<file path="config.mk">
export PLATFORM = sky130hd
export DESIGN_NAME = usr_seq_ctrl_flat
export DESIGN_NICKNAME = d
export VERILOG_FILES = /design/src/rtl/usr_pkg.sv /design/src/rtl/usr_seq_ctrl_if.sv /design/src/rtl/dflipflop.sv /design/src/rtl/usr_core.sv /design/src/rtl/usr_seq_ctrl.sv /design/src/flat_wrapper.sv
export SDC_FILE = /design/constraint.sdc
export NUM_CORES = 1
export LEC_CHECK = 0
export CAP_MARGIN = 40
export CORE_MARGIN = 1.5
export CORE_UTILIZATION = 44
export CTS_BUF_LIST = sky130_fd_sc_hd__clkbuf_16
export CTS_CLUSTER_SIZE = 30
export DETAILED_ROUTE_END_ITERATION = 12
export PLACE_DENSITY = 0.8
export SYNTH_ARGS = -nofsm -noshare
export SYNTH_HDL_FRONTEND = slang
export SYNTH_SLANG_ARGS = --single-unit
</file>
<file path="constraint.sdc">
create_clock -name clk -period 1.8 [get_ports clk]
set_input_delay 0.36 -clock clk [delete_from_list [all_inputs] [get_ports clk]]
set_output_delay 0.36 -clock clk [all_outputs]
set_load 0.01 [all_outputs]
</file>
<file path="src/rtl/usr_pkg.sv">
// Shared encodings for the universal shift register sequencer: host opcodes,
// datapath mode selects and controller FSM states.
package usr_pkg;

  typedef enum logic [1:0] {
    OP_HOLD = 2'b00,
    OP_SHR  = 2'b01,
    OP_SHL  = 2'b10,
    OP_LOAD = 2'b11
  } op_t;

  typedef enum logic [1:0] {
    MODE_HOLD = 2'b00,
    MODE_SHR  = 2'b01,
    MODE_SHL  = 2'b10,
    MODE_LOAD = 2'b11
  } mode_t;

  typedef enum logic [1:0] {
    ST_IDLE = 2'b00,
    ST_EXEC = 2'b01,
    ST_DONE = 2'b10
  } state_t;

endpackage

</file>
<file path="src/rtl/usr_seq_ctrl_if.sv">
// Command handshake, serial fill and status bundle between a host and the
// shift-register sequencer.
interface usr_seq_ctrl_if #(
  parameter int WIDTH = 4,
  parameter int CNT_W = $clog2(WIDTH) + 2
);
  logic             cmd_valid;
  logic             cmd_ready;
  logic [1:0]       cmd_op;
  logic [CNT_W-1:0] cmd_cnt;
  logic [WIDTH-1:0] cmd_data;
  logic             sin_r;
  logic             sin_l;
  logic [WIDTH-1:0] q;
  logic             sout;
  logic             sout_valid;
  logic             busy;
  logic             done;

  modport master (
    output cmd_valid, cmd_op, cmd_cnt, cmd_data, sin_r, sin_l,
    input  cmd_ready, q, sout, sout_valid, busy, done
  );

  modport slave (
    input  cmd_valid, cmd_op, cmd_cnt, cmd_data, sin_r, sin_l,
    output cmd_ready, q, sout, sout_valid, busy, done
  );
endinterface

</file>
<file path="src/rtl/dflipflop.sv">
// Single D flip-flop cell with synchronous active-low clear.
module dflipflop (
  input  logic clk,
  input  logic reset,
  input  logic d,
  output logic q
);
  always_ff @(posedge clk) begin
    if (!reset) q <= 1'b0;
    else        q <= d;
  end
endmodule

</file>
<file path="src/rtl/usr_core.sv">
// WIDTH-bit universal shift register: one dflipflop per bit behind a 4:1 mux
// selecting hold, right neighbour, left neighbour or parallel input.
module usr_core
  import usr_pkg::*;
#(
  parameter int WIDTH = 4
) (
  input  logic             clk,
  input  logic             reset,
  input  mode_t            mode,
  input  logic             sin_r,
  input  logic             sin_l,
  input  logic [WIDTH-1:0] pin,
  output logic [WIDTH-1:0] q
);
  genvar gi;
  generate
    for (gi = 0; gi < WIDTH; gi++) begin : g_bit
      logic right_in;
      logic left_in;
      logic d_bit;

      // Edge bits take the serial fill instead of a neighbour.
      if (gi == WIDTH - 1) begin : g_msb
        assign right_in = sin_r;
      end else begin : g_mid_r
        assign right_in = q[gi+1];
      end
      if (gi == 0) begin : g_lsb
        assign left_in = sin_l;
      end else begin : g_mid_l
        assign left_in = q[gi-1];
      end

      always_comb begin
        d_bit = q[gi];
        case (mode)
          MODE_SHR:  d_bit = right_in;
          MODE_SHL:  d_bit = left_in;
          MODE_LOAD: d_bit = pin[gi];
          default:   d_bit = q[gi];
        endcase
      end

      dflipflop u_ff (
        .clk   (clk),
        .reset (reset),
        .d     (d_bit),
        .q     (q[gi])
      );
    end
  endgenerate
endmodule

</file>
<file path="src/rtl/usr_seq_ctrl.sv">
// Command sequencer: accepts one HOLD/SHR/SHL/LOAD command at a time, steps the
// shift register mode per cycle, streams shifted-out bits and pulses done.
module usr_seq_ctrl
  import usr_pkg::*;
#(
  parameter int WIDTH = 4,
  parameter int CNT_W = $clog2(WIDTH) + 2
) (
  input  logic           clk,
  input  logic           reset,
  usr_seq_ctrl_if.slave  bus
);
  state_t           state;
  mode_t            mode;
  logic [CNT_W-1:0] remaining;
  logic [WIDTH-1:0] data;
  logic [WIDTH-1:0] q;
  logic             sout;
  logic             sout_valid;
  logic             done;

  // mode doubles as the latched opcode: it is non-HOLD only while in EXEC.
  always_ff @(posedge clk) begin
    if (!reset) begin
      state      <= ST_IDLE;
      mode       <= MODE_HOLD;
      remaining  <= '0;
      data       <= '0;
      sout       <= 1'b0;
      sout_valid <= 1'b0;
      done       <= 1'b0;
    end else begin
      sout_valid <= 1'b0;
      done       <= 1'b0;
      case (state)
        ST_IDLE: begin
          if (bus.cmd_valid) begin
            data <= bus.cmd_data;
            case (op_t'(bus.cmd_op))
              OP_LOAD: begin
                mode      <= MODE_LOAD;
                remaining <= CNT_W'(1);
                state     <= ST_EXEC;
              end
              OP_SHR, OP_SHL: begin
                if (bus.cmd_cnt != '0) begin
                  mode      <= (op_t'(bus.cmd_op) == OP_SHR) ? MODE_SHR : MODE_SHL;
                  remaining <= bus.cmd_cnt;
                  state     <= ST_EXEC;
                end else begin
                  state <= ST_DONE;
                  done  <= 1'b1;
                end
              end
              default: begin
                state <= ST_DONE;
                done  <= 1'b1;
              end
            endcase
          end
        end
        ST_EXEC: begin
          remaining <= remaining - CNT_W'(1);
          if (mode == MODE_SHR) begin
            sout       <= q[0];
            sout_valid <= 1'b1;
          end else if (mode == MODE_SHL) begin
            sout       <= q[WIDTH-1];
            sout_valid <= 1'b1;
          end
          if (remaining == CNT_W'(1)) begin
            state <= ST_DONE;
            mode  <= MODE_HOLD;
            done  <= 1'b1;
          end
        end
        ST_DONE: state <= ST_IDLE;
        default: state <= ST_IDLE;
      endcase
    end
  end

  usr_core #(.WIDTH(WIDTH)) u_core (
    .clk   (clk),
    .reset (reset),
    .mode  (mode),
    .sin_r (bus.sin_r),
    .sin_l (bus.sin_l),
    .pin   (data),
    .q     (q)
  );

  assign bus.cmd_ready  = (state == ST_IDLE) && reset;
  assign bus.busy       = (state != ST_IDLE);
  assign bus.q          = q;
  assign bus.sout       = sout;
  assign bus.sout_valid = sout_valid;
  assign bus.done       = done;
endmodule

</file>
<file path="src/flat_wrapper.sv">
// flat-port wrapper written by rule: the top's interface ports become plain ports
module usr_seq_ctrl_flat import usr_pkg::*;
#(
  parameter int WIDTH = 4,
  parameter int CNT_W = $clog2(WIDTH) + 2
)
  (clk, reset, bus_cmd_valid, bus_cmd_op, bus_cmd_cnt, bus_cmd_data, bus_sin_r, bus_sin_l, bus_cmd_ready, bus_q, bus_sout, bus_sout_valid, bus_busy, bus_done);
  usr_seq_ctrl_if #(.WIDTH(WIDTH), .CNT_W(CNT_W)) bus_i ();
  input  logic clk;
  input  logic reset;
  input wire logic [$bits(bus_i.cmd_valid)-1:0] bus_cmd_valid;
  input wire logic [$bits(bus_i.cmd_op)-1:0] bus_cmd_op;
  input wire logic [$bits(bus_i.cmd_cnt)-1:0] bus_cmd_cnt;
  input wire logic [$bits(bus_i.cmd_data)-1:0] bus_cmd_data;
  input wire logic [$bits(bus_i.sin_r)-1:0] bus_sin_r;
  input wire logic [$bits(bus_i.sin_l)-1:0] bus_sin_l;
  output wire logic [$bits(bus_i.cmd_ready)-1:0] bus_cmd_ready;
  output wire logic [$bits(bus_i.q)-1:0] bus_q;
  output wire logic [$bits(bus_i.sout)-1:0] bus_sout;
  output wire logic [$bits(bus_i.sout_valid)-1:0] bus_sout_valid;
  output wire logic [$bits(bus_i.busy)-1:0] bus_busy;
  output wire logic [$bits(bus_i.done)-1:0] bus_done;
  assign bus_i.cmd_valid = bus_cmd_valid;
  assign bus_i.cmd_op = bus_cmd_op;
  assign bus_i.cmd_cnt = bus_cmd_cnt;
  assign bus_i.cmd_data = bus_cmd_data;
  assign bus_i.sin_r = bus_sin_r;
  assign bus_i.sin_l = bus_sin_l;
  assign bus_cmd_ready = bus_i.cmd_ready;
  assign bus_q = bus_i.q;
  assign bus_sout = bus_i.sout;
  assign bus_sout_valid = bus_i.sout_valid;
  assign bus_busy = bus_i.busy;
  assign bus_done = bus_i.done;
  usr_seq_ctrl #(.WIDTH(WIDTH), .CNT_W(CNT_W)) u_core (.clk(clk), .reset(reset), .bus(bus_i));
endmodule
</file>
==> results.tsv <==
stage	metric	value	unit
status	run_status	completed	
grt	grt_pass1_wl	4.49	mm
critical_path	cp-start-kind	flop	
clocking	clkTransAtPathRegs	0.06	ns
synthesis	synth_cells	123	
finish	areaGrowthSynthToFinish	41.4	%
grt	grt_pass1_vias	1043	
synthesis	ys_types	36	
critical_path	crit_family	buffers and inverters	
synthesis	ys_ff_latch	19	
routing	num_vias	1072	
grt	antenna_found_initial	0	
critical_path	max_stage_delay	0.49	ns
floorplanning	initial_core_util	47.7	%
power_and_ir_drop	p_sw_share	29.3	%
clocking	clock_latency	0.25	ns
critical_path	critPathCaptureType	primary output	
synthesis	syn_area_per_cell	8.75	um^2
timing	fmax	564	MHz
synthesis	synth-seq-area-share	35.3	%
grt	grt_usage	22.3	%
clocking	cts_tree	built	
power_and_ir_drop	ir_worst_vdd	0.000491	V
critical_path	path_buf_inv	1	
timing	whs	0.501	ns
critical_path	cp_slowest_cell	clkdlybuf4s50_1	
synthesis	synth_nets	148	
timing	min_period	1.77	ns
routing	viasPerCell	5.70	
critical_path	critical_path_peak_fanout	5	
clocking	cts-root-buf	clkbuf_16	
finish	fin_cells	188	
power_and_ir_drop	power_frac_seq	36.8	%
grt	gr-total-overflow	0	
floorplanning	row_count	17	
finish	layout_common_cells	clkdlybuf4s50_1, dfxtp_1, buf_4, a21oi_1, nor2_1	
routing	first_iter_violations	49	
place	io_buffer_count	23	
floorplanning	core	2250	um^2
synthesis	synth_area	1080	um^2
flow_run	drv_cap	0	
finish	mostFrequentLayoutCell	clkdlybuf4s50_1	
critical_path	cp.arrival	1.41	ns
routing	wl	2.79	mm
critical_path	required	1.44	ns
timing	timing.final.hold_violations	0	
power_and_ir_drop	switchingPower	0.405	mW
floorplanning	ios	24	
timing	fin_crit_sh	98.5	%
min_path	holdCritPathClass	reg2reg	
timing	setup_tns	0	ns
critical_path	cp_cell_sequence	or2_2 -> clkdlybuf4s50_1	
clocking	htree_levels	1	
place	dpl.hpwl	2.01	mm
finish	utilization	67.5	%
grt	grt_max_degree	13	
power_and_ir_drop	power_density	907	nW/um^2
clocking	cts_buffers	3	
routing	first_pass_iters	4	
finish	antenna_cells	0	
power_and_ir_drop	intPower	0.975	mW
synthesis	yosysWarnings	0	
timing	final-max-slew-violation-count	0	
place	gp_congestion	0.947	
routing	drc	0	
timing	rsz0062_at_grt	false	
clocking	cts_max_path_buffers	2	
timing	fin_skew	0.00206	ns
critical_path	path_class	reg2out	
power_and_ir_drop	clock_power_share	33.6	%
timing	setup_viol	0	
routing	wl_per_cell	14.8	um
routing	ant_nets	0	
power_and_ir_drop	p_leak	0.641	nW
floorplanning	die_area	2750	um^2
floorplanning	die_w	52.5	um
power_and_ir_drop	comb_power_share	29.6	%
finish	drive_above_1_share	18.8	%
timing	worst_pin_slew	0.402	ns
place	dp_cells	184	
finish	num-nets-final	186	
floorplanning	die_height	52.5	um
timing	slew_headroom	73.1	%
clocking	cts.sinks	19	
==> registers in the layout, indices dropped and copies added, names as in the netlist <==
signal	flops
u_core.bus.sout_valid	1
u_core.u_core.g_bit.u_ff.q	4
u_core.mode	2
u_core.bus.sout	1
u_core.bus.done	1
u_core.data	4
u_core.state	2
u_core.remaining	4
==> worst register-to-register path, stage by stage (launching register included) <==
cell	delay, ns
dfxtp_1	0.31
buf_4	0.17
or3b_4	0.41
o221ai_4	0.26
buf_6	0.16
a21oi_1	0.04
o2bb2ai_1	0.16
==> path summary, 6_finish.rpt <==
kind                                     from                                to  slack, ns  cells past startpoint
min          u_core.remaining[3]$_SDFFE_PN0P_  u_core.remaining[3]$_SDFFE_PN0P_       0.50                      2
min reg2reg  u_core.remaining[3]$_SDFFE_PN0P_  u_core.remaining[3]$_SDFFE_PN0P_       0.50                      2
max reg2reg      u_core.state[0]$_SDFFE_PN0P_  u_core.remaining[3]$_SDFFE_PN0P_       0.22                      6
max              u_core.state[1]$_SDFFE_PN0P_                          bus_busy       0.03                      2
==> power groups by stage <==
stage / Combinational [mW] / Clock (mW) / Sequential, mW
4_1_cts: 0.401 / 0.463 / 0.507
2_1_floorplan: 0.244 / 0 / 0.506
3_3_place_gp: 0.376 / 0 / 0.513
6_report: 0.409 / 0.463 / 0.508
3_5_place_dp: 0.390 / 0 / 0.515
5_1_grt: 0.452 / 0.490 / 0.513
==> per-stage QoR <==
step                power (mW)  instance area (um^2)  setup slack [ns]
global route              1.45                  1520           0.00858
detailed placement       0.905                  1420            -0.465
finish                    1.38                  1520            0.0263
CTS                       1.37                  1510            0.0296
global placement         0.889                  1420            -0.393
floorplan                0.751                  1080            0.0218
==> layout make-up <==
| class | instances | area [um^2] |
|---|---|---|
| Clock buffer | 3 | 75.1 |
| Clock inverter | 1 | 5.00 |
| Fill cell | 197 | 733 |
| Inverter | 11 | 41.3 |
| Multi-Input combinational cell | 87 | 633 |
| Sequential cell | 19 | 380 |
| Tap cell | 28 | 35.0 |
| Timing Repair Buffer | 39 | 352 |
==> cells by family (layout without fill, tap and decap cells) <==
family                   Yosys count  count (layout)  share of synthesized area [%]
AND/OR/NAND/NOR                   37              37                           17.2
AO/OA/AOI/OAI                     35              35                           23.7
flip-flops                        19              19                           35.3
buffers and inverters             17              54                           7.44
adder cells (fa/ha/maj)           10              10                           11.6
multiplexers                       5               5                           4.65
==> what timing repair did <==
item,CTS,global route
hold buffers,0,0
buffers inserted,0,0
pin swaps,5,3
gates cloned,0,0
gates resized for setup,7,3
setup endpoints to repair,9,8
==> cells in the mapped netlist <==
cell type / n / area share [%]
nor2_1: 12 / 4.2
buf_2: 1 / 0.46
o22ai_1: 1 / 0.58
clkinv_1: 1 / 0.35
and3_1: 1 / 0.58
o311a_2: 1 / 1.0
dfxtp_1: 19 / 35
or2_2: 1 / 0.58
a21o_2: 1 / 0.81
o2bb2ai_1: 1 / 0.81
o21ai_0: 5 / 2.3
a211oi_2: 1 / 1.2
a221oi_1: 3 / 2.4
or4_1: 2 / 1.4
and2_1: 1 / 0.58
nand2b_1: 1 / 0.58
or3_1: 3 / 1.7
a31oi_1: 1 / 0.58
nor3_1: 1 / 0.46
or2b_1: 1 / 0.70
a32o_1: 2 / 1.9
o32ai_1: 1 / 0.81
nor2b_1: 2 / 1.2
o221ai_4: 1 / 2.4
or3b_1: 1 / 0.81
clkbuf_1: 1 / 0.35
a22oi_1: 1 / 0.70
inv_1: 10 / 3.5
buf_4: 4 / 2.8
a21oi_1: 14 / 6.5
a311oi_1: 2 / 1.6
nand3b_1: 1 / 0.70
ha_1: 10 / 12
nand3_1: 2 / 0.93
mux2i_1: 5 / 4.7
nand2_1: 8 / 2.8
==> routing by layer <==
layer | GRT usage, % | vias up | share of wire, %
li1 | - | 514 | -
met1 | 28.1 | 506 | 41
met2 | 36.7 | 48 | 50
met3 | 4.29 | 4 | 7.4
met4 | 9.83 | 0 | 1.4
met5 | 0 | - | 0
(Power assumes the default switching activity.)
